File: src/rtl/seq_alu.sv
// ---------------------------------------------------------------------------
// seq_alu
//   Multi-cycle ALU for WIDTH-bit operands. It supports the logic operations,
//   ADD/SUB, multiply (radix-2 Booth or unsigned shift-add) and unsigned
//   restoring divide. Only one request is in flight at a time. A request is
//   taken from start/op/x/y in IDLE, and the answer is presented with a
//   one-cycle done pulse.
//
// Ports
//   clk     rising-edge clock
//   reset   asynchronous active-high reset
//   start   request strobe, only looked at in IDLE
//   op      000 AND, 001 OR, 010 XOR, 011 ADD, 100 SUB, 101 MUL, 110 DIV,
//           111 reserved
//   x, y    operands (x = multiplicand/dividend, y = multiplier/divisor)
//   busy    high in RUN and FIN
//   done    high for the single FIN cycle
//   result  2*WIDTH-bit result, held until the next completion or reset
//   ovf     signed overflow (ADD/SUB)
//   carry   ADD carry-out / SUB not-borrow
//   zero    result is all zeros
//   dbz     divide by zero
//   err     reserved opcode
// ---------------------------------------------------------------------------
module seq_alu #(
    parameter int WIDTH      = 8,
    parameter bit SIGNED_MUL = 1'b1
) (
    input  logic               clk,
    input  logic               reset,
    input  logic               start,
    input  logic [2:0]         op,
    input  logic [WIDTH-1:0]   x,
    input  logic [WIDTH-1:0]   y,
    output logic               busy,
    output logic               done,
    output logic [2*WIDTH-1:0] result,
    output logic               ovf,
    output logic               carry,
    output logic               zero,
    output logic               dbz,
    output logic               err
);

    localparam int CW = $clog2(WIDTH + 1);

    localparam logic [2:0] OP_AND = 3'b000;
    localparam logic [2:0] OP_OR  = 3'b001;
    localparam logic [2:0] OP_XOR = 3'b010;
    localparam logic [2:0] OP_ADD = 3'b011;
    localparam logic [2:0] OP_SUB = 3'b100;
    localparam logic [2:0] OP_MUL = 3'b101;
    localparam logic [2:0] OP_DIV = 3'b110;

    typedef enum logic [1:0] {S_IDLE, S_RUN, S_FIN} state_t;

    state_t             state_reg, state_next;
    logic [2:0]         op_reg;
    logic [WIDTH-1:0]   x_reg, y_reg;
    // acc is one bit wider than an operand. This headroom keeps the Booth
    // add/sub correct when the multiplicand is the most negative value. It
    // also holds the unsigned shift-add carry and the trial remainder.
    logic [WIDTH:0]     acc_reg, acc_next;
    logic [WIDTH-1:0]   q_reg, q_next;
    logic               qm1_reg, qm1_next;
    logic [CW-1:0]      cnt_reg;

    logic               is_iter, last_step;
    logic [WIDTH:0]     m_ext, sum;
    logic [WIDTH:0]     shifted;
    logic [WIDTH+1:0]   diff;
    logic [WIDTH:0]     add_full, sub_full;
    logic [2*WIDTH-1:0] res_calc;
    logic               ovf_calc, carry_calc, dbz_calc, err_calc;

    assign is_iter   = (op_reg == OP_MUL) || (op_reg == OP_DIV);
    assign last_step = (cnt_reg == CW'(WIDTH - 1));
    assign busy      = (state_reg != S_IDLE);
    assign done      = (state_reg == S_FIN);

    // ---------------- state register ----------------
    always_ff @(posedge clk or posedge reset) begin
        if (reset) state_reg <= S_IDLE;
        else       state_reg <= state_next;
    end

    always_comb begin
        state_next = state_reg;
        case (state_reg)
            S_IDLE:  if (start) state_next = S_RUN;
            S_RUN:   if (!is_iter || last_step) state_next = S_FIN;
            S_FIN:   state_next = S_IDLE;
            default: state_next = S_IDLE;
        endcase
    end

    // ---------------- one multiply / divide step ----------------
    always_comb begin
        m_ext    = SIGNED_MUL ? {x_reg[WIDTH-1], x_reg} : {1'b0, x_reg};
        sum      = acc_reg;
        shifted  = {acc_reg[WIDTH-1:0], q_reg[WIDTH-1]};
        diff     = {1'b0, shifted} - {2'b00, y_reg};
        acc_next = acc_reg;
        q_next   = q_reg;
        qm1_next = qm1_reg;
        if (op_reg == OP_DIV) begin
            // Restoring divide. The dividend bits shift out of q into the
            // remainder, and each quotient bit shifts in at the bottom.
            if (!diff[WIDTH+1]) begin
                acc_next = diff[WIDTH:0];
                q_next   = {q_reg[WIDTH-2:0], 1'b1};
            end else begin
                acc_next = shifted;
                q_next   = {q_reg[WIDTH-2:0], 1'b0};
            end
        end else if (SIGNED_MUL) begin
            case ({q_reg[0], qm1_reg})
                2'b01:   sum = acc_reg + m_ext;
                2'b10:   sum = acc_reg - m_ext;
                default: sum = acc_reg;
            endcase
            acc_next = {sum[WIDTH], sum[WIDTH:1]};
            q_next   = {sum[0], q_reg[WIDTH-1:1]};
            qm1_next = q_reg[0];
        end else begin
            sum      = q_reg[0] ? (acc_reg + m_ext) : acc_reg;
            acc_next = {1'b0, sum[WIDTH:1]};
            q_next   = {sum[0], q_reg[WIDTH-1:1]};
        end
    end

    // ---------------- final result and flags ----------------
    always_comb begin
        add_full   = {1'b0, x_reg} + {1'b0, y_reg};
        sub_full   = {1'b0, x_reg} - {1'b0, y_reg};
        res_calc   = '0;
        ovf_calc   = 1'b0;
        carry_calc = 1'b0;
        dbz_calc   = 1'b0;
        err_calc   = 1'b0;
        case (op_reg)
            OP_AND: res_calc = {{WIDTH{1'b0}}, x_reg & y_reg};
            OP_OR:  res_calc = {{WIDTH{1'b0}}, x_reg | y_reg};
            OP_XOR: res_calc = {{WIDTH{1'b0}}, x_reg ^ y_reg};
            OP_ADD: begin
                res_calc   = {{WIDTH{1'b0}}, add_full[WIDTH-1:0]};
                carry_calc = add_full[WIDTH];
                ovf_calc   = (x_reg[WIDTH-1] == y_reg[WIDTH-1]) &&
                             (add_full[WIDTH-1] != x_reg[WIDTH-1]);
            end
            OP_SUB: begin
                res_calc   = {{WIDTH{1'b0}}, sub_full[WIDTH-1:0]};
                carry_calc = ~sub_full[WIDTH];
                ovf_calc   = (x_reg[WIDTH-1] != y_reg[WIDTH-1]) &&
                             (sub_full[WIDTH-1] != x_reg[WIDTH-1]);
            end
            // The last step happens at the edge that enters FIN, so the
            // result is taken from the step outputs, not the registers.
            // Multiply gives {high, low}; divide gives {remainder, quotient}.
            OP_MUL: res_calc = {acc_next[WIDTH-1:0], q_next};
            OP_DIV: begin
                res_calc = {acc_next[WIDTH-1:0], q_next};
                dbz_calc = (y_reg == '0);
            end
            default: err_calc = 1'b1;
        endcase
    end

    // ---------------- datapath registers ----------------
    always_ff @(posedge clk or posedge reset) begin
        if (reset) begin
            op_reg  <= '0;
            x_reg   <= '0;
            y_reg   <= '0;
            acc_reg <= '0;
            q_reg   <= '0;
            qm1_reg <= 1'b0;
            cnt_reg <= '0;
            result  <= '0;
            ovf     <= 1'b0;
            carry   <= 1'b0;
            zero    <= 1'b0;
            dbz     <= 1'b0;
            err     <= 1'b0;
        end else begin
            if (state_reg == S_IDLE && start) begin
                op_reg  <= op;
                x_reg   <= x;
                y_reg   <= y;
                acc_reg <= '0;
                q_reg   <= (op == OP_DIV) ? x : y;
                qm1_reg <= 1'b0;
                cnt_reg <= '0;
            end else if (state_reg == S_RUN) begin
                if (is_iter) begin
                    acc_reg <= acc_next;
                    q_reg   <= q_next;
                    qm1_reg <= qm1_next;
                    if (!last_step) cnt_reg <= cnt_reg + CW'(1);
                end
                if (state_next == S_FIN) begin
                    result <= res_calc;
                    ovf    <= ovf_calc;
                    carry  <= carry_calc;
                    zero   <= (res_calc == '0);
                    dbz    <= dbz_calc;
                    err    <= err_calc;
                end
            end
        end
    end

endmodule
File: config.mk
export PLATFORM = sky130hd
export DESIGN_NAME = seq_alu
export DESIGN_NICKNAME = d
export VERILOG_FILES = /design/src/rtl/seq_alu.sv
export SDC_FILE = /design/constraint.sdc
export NUM_CORES = 1
export LEC_CHECK = 0
export CAP_MARGIN = 20
export CELL_PAD_IN_SITES_DETAIL_PLACEMENT = 1
export CELL_PAD_IN_SITES_GLOBAL_PLACEMENT = 2
export CORE_ASPECT_RATIO = 0.75
export CORE_MARGIN = 1
export CORE_UTILIZATION = 43
export CTS_BUF_LIST = sky130_fd_sc_hd__clkbuf_16
export DETAILED_ROUTE_END_ITERATION = 16
export DONT_BUFFER_PORTS = 1
export GPL_TIMING_DRIVEN = 0
export PLACE_DENSITY_LB_ADDON = 0.1
export SYNTH_ARGS = -nofsm -noshare
export SYNTH_HDL_FRONTEND = slang
export SYNTH_SLANG_ARGS = --single-unit
File: constraint.sdc
create_clock -name clk -period 7.3 [get_ports clk]
set_input_delay 1.095 -clock clk [delete_from_list [all_inputs] [get_ports clk]]
set_output_delay 1.095 -clock clk [all_outputs]
set_load 0.03 [all_outputs]
==> flow_metrics.py <==
metrics = {
    "run_status": {
        "status": "completed",
    },
    "timing": {
        "tightest_slew_ps": 891,
        "setup_ws_ps": 3680,
        "slew_violations": 0,
        "max-slew-margin-rel_pct": 40.3,
        "hold_viol": 0,
        "fin_worst_skew_ps": 10.4,
        "timing.setup.tns_ps": 0,
        "grt_setup_unrepaired": "false",
        "fin_crit_ps": 3620,
        "fmax_mhz": 277,
        "finalCritPeriodShare_pct": 49.5,
        "whs_ps": 536,
        "setup_viol": 0,
    },
    "global_routing": {
        "met2_usage_pct": 47.0,
        "grt_pass1_vias": 5134,
        "grt_max_degree": 65,
        "gr-usage-all-layers_pct": 31.4,
        "antenna_found_initial": 0,
        "top_usage_layer": "met2",
        "grt-ovfl-total": 0,
        "grt_pass1_wl_um": 29300,
        "grt_util_met3_pct": 6.94,
        "grtUsageMet1_pct": 45.6,
    },
    "floorplan": {
        "coreArea_mm2": 0.0117,
        "dieArea_mm2": 0.0127,
        "die_w_um": 130,
        "num_rows": 34,
        "die_y_um": 97.7,
        "io_pins": 45,
        "start_util_pct": 44.7,
    },
    "worst_setup_path": {
        "slowest_delay_ps": 480,
        "start_kind": "flop",
        "cp_num_buf_inv": 1,
        "cp_slowest_cell": "dfrtp_1",
        "arrival_ps": 3900,
        "crit_fanout": 8,
        "critical_path.cell_chain": "ha_1 > clkbuf_1 > mux2i_1 > fa_1 > a21oi_1 > o2111ai_1 > o31ai_1 > xor2_1 > or3_1 > nand3_1 > a2111oi_4 > a22o_1",
        "cp-end-kind": "flop",
        "cp_top_family": "compound AO/OA/AOI/OAI gates",
        "required_ps": 7580,
        "crit_type": "flop to flop",
    },
    "yosys": {
        "synth_top_area_cell": "dfrtp_1",
        "yosys-top-cells-area": "dfrtp_1 30%, ha_1 10%, nand2_1 6.6%",
        "yosysMostFrequentCell": "nand2_1",
        "synth_mux_area_share_pct": 6.91,
        "synth_top_area_share_pct": 30.5,
        "ys_seq_elements": 64,
        "synth_compound_area_share_pct": 23.1,
        "yosysSeqAreaShare_pct": 30.5,
        "synthAdderAreaFrac_pct": 11.8,
        "synth_flop_cell": "dfrtp_1",
        "yosys.area_share.simple_pct": 19.8,
        "synthArstFlopShare_pct": 100,
        "syn-num-nets": 697,
        "yosysWarnings": 0,
        "synthDistinctLibCells": 63,
        "syn_inst": 628,
        "synthXorXnorAreaFrac_pct": 3.00,
        "synth_edf_count": 0,
        "synth_top_family_by_area": "compound AO/OA/AOI/OAI gates",
        "ys_top_cells_by_count": "93 x nand2_1, 69 x o21ai_0, 64 x dfrtp_1, 43 x ha_1, 35 x inv_1",
        "synth_area_per_cell_um2": 8.36,
        "syn_area_mm2": 0.00525,
    },
    "layout": {
        "largest_register_ffs": 16,
        "drive_gt1_share_pct": 5.91,
        "fillers": 1452,
        "diodes": 0,
        "multi_input_area_mm2": 0.00339,
        "area_growth_pct": 9.19,
        "nets": 708,
        "final-seq-area_mm2": 0.00160,
        "stdcell_count": 805,
    },
    "routing": {
        "ant_nets": 0,
        "drc_errors": 0,
        "routed_wl_um": 18800,
        "vias": 4966,
        "wl_per_cell_um": 23.4,
        "initialDrtViolationCount": 360,
        "vias_per_cell": 6.17,
        "first_pass_iters": 5,
    },
    "clocking": {
        "cts_setup_buffers": 0,
        "clkTransAtPathRegs_ps": 60,
        "cts_buffer_depth": 2,
        "cts.sinks": 64,
        "clk_latency_ps": 340,
        "cts-root-buf": "clkbuf_16",
        "cts_tree": "done",
        "cts_hold_buf": 0,
        "cts_buffers": 9,
        "ctsResizeCount": 0,
        "htreeDepth": 3,
    },
    "job": {
        "cap_viol_max_count": 0,
    },
    "place": {
        "numPortBuffers": 0,
        "placedCellCount": 790,
        "detailed_place_hpwl_um": 14700,
        "dp_worst_setup_slack_ps": 3730,
        "gp_congestion": 0.891,
    },
    "hold_path": {
        "hold_class": "flop to flop",
    },
}
## stage by stage
stage                     utilization (%)  area, um^2
after global placement               46.5        5460
final                                48.8        5740
after detailed placement             46.5        5460
after CTS                            48.8        5740
after floorplan                         -        5250
after global routing                 48.8        5740
## cell type report
cell class	count	share of cell area, %
multi-input cells	497	59.2
well taps	162	3.53
clock inverters	6	0.916
inverters	35	2.33
plain buffers	32	2.20
flip-flops and latches	64	27.9
clock buffers	9	3.93
## tightest hold or removal path, delay by kind of cell, from the launching register on
kind             cells  cell delay, ps
flip-flops           1             380
AND/OR/NAND/NOR      1              60
AO/OA/AOI/OAI        1              60
## routing by layer
layer | up-vias | wire, um | share of wire [%]
li1 | 2299 | - | -
met1 | 2478 | 9120 | 49
met2 | 169 | 8130 | 43
met3 | 20 | 1340 | 7.1
met4 | 0 | 216 | 1.1
met5 | - | 0 | 0
## worst paths after layout
path	from	to	slack, ps	cells past startpoint
worst max-delay path	q_reg[0]	zero	3680	12
worst min-delay path	acc_reg[8]	acc_reg[8]	540	2
max in group asynchronous	reset	q_reg[7]	5960	1
worst max register to register	q_reg[0]	zero	3680	12
worst min register to register	acc_reg[8]	acc_reg[8]	540	2
min in group asynchronous	reset	result[12]	780	1
## cells by family (layout without fill, tap and decap cells)
logic type,Yosys count,after routing
AO/OA/AOI/OAI,183,183
XOR/XNOR,18,18
adder cells (fa/ha/maj),47,47
buffers and inverters,67,82
flip-flops,64,64
multiplexers,32,32
AND/OR/NAND/NOR,217,217
## layout by cell type, fill, tap and decap left out, drive strengths merged, types with 5 or more instances in the layout
cell     netlist  layout
nand3         21      21
nand2         93      93
xnor2         14      14
a31oi          5       5
clkbuf        25      34
nand2b         9       9
o31ai          8       8
nor2b         12      12
dfrtp         64      64
mux2i         25      25
ha            43      43
o21ai         69      69
a21o           6       6
inv           35      36
buf            7       7
nor3          10      10
nor4           7       7
nor2          33      33
a2111oi        7       7
o21a           5       5
o211ai        11      11
or2            5       5
a21oi         23      23
or3            9       9
and2           5       5
o22ai          5       5
Power is left out: the tool's default activity adds up to more than one toggle a clock period on the data nets, which glitch-free logic cannot reach.
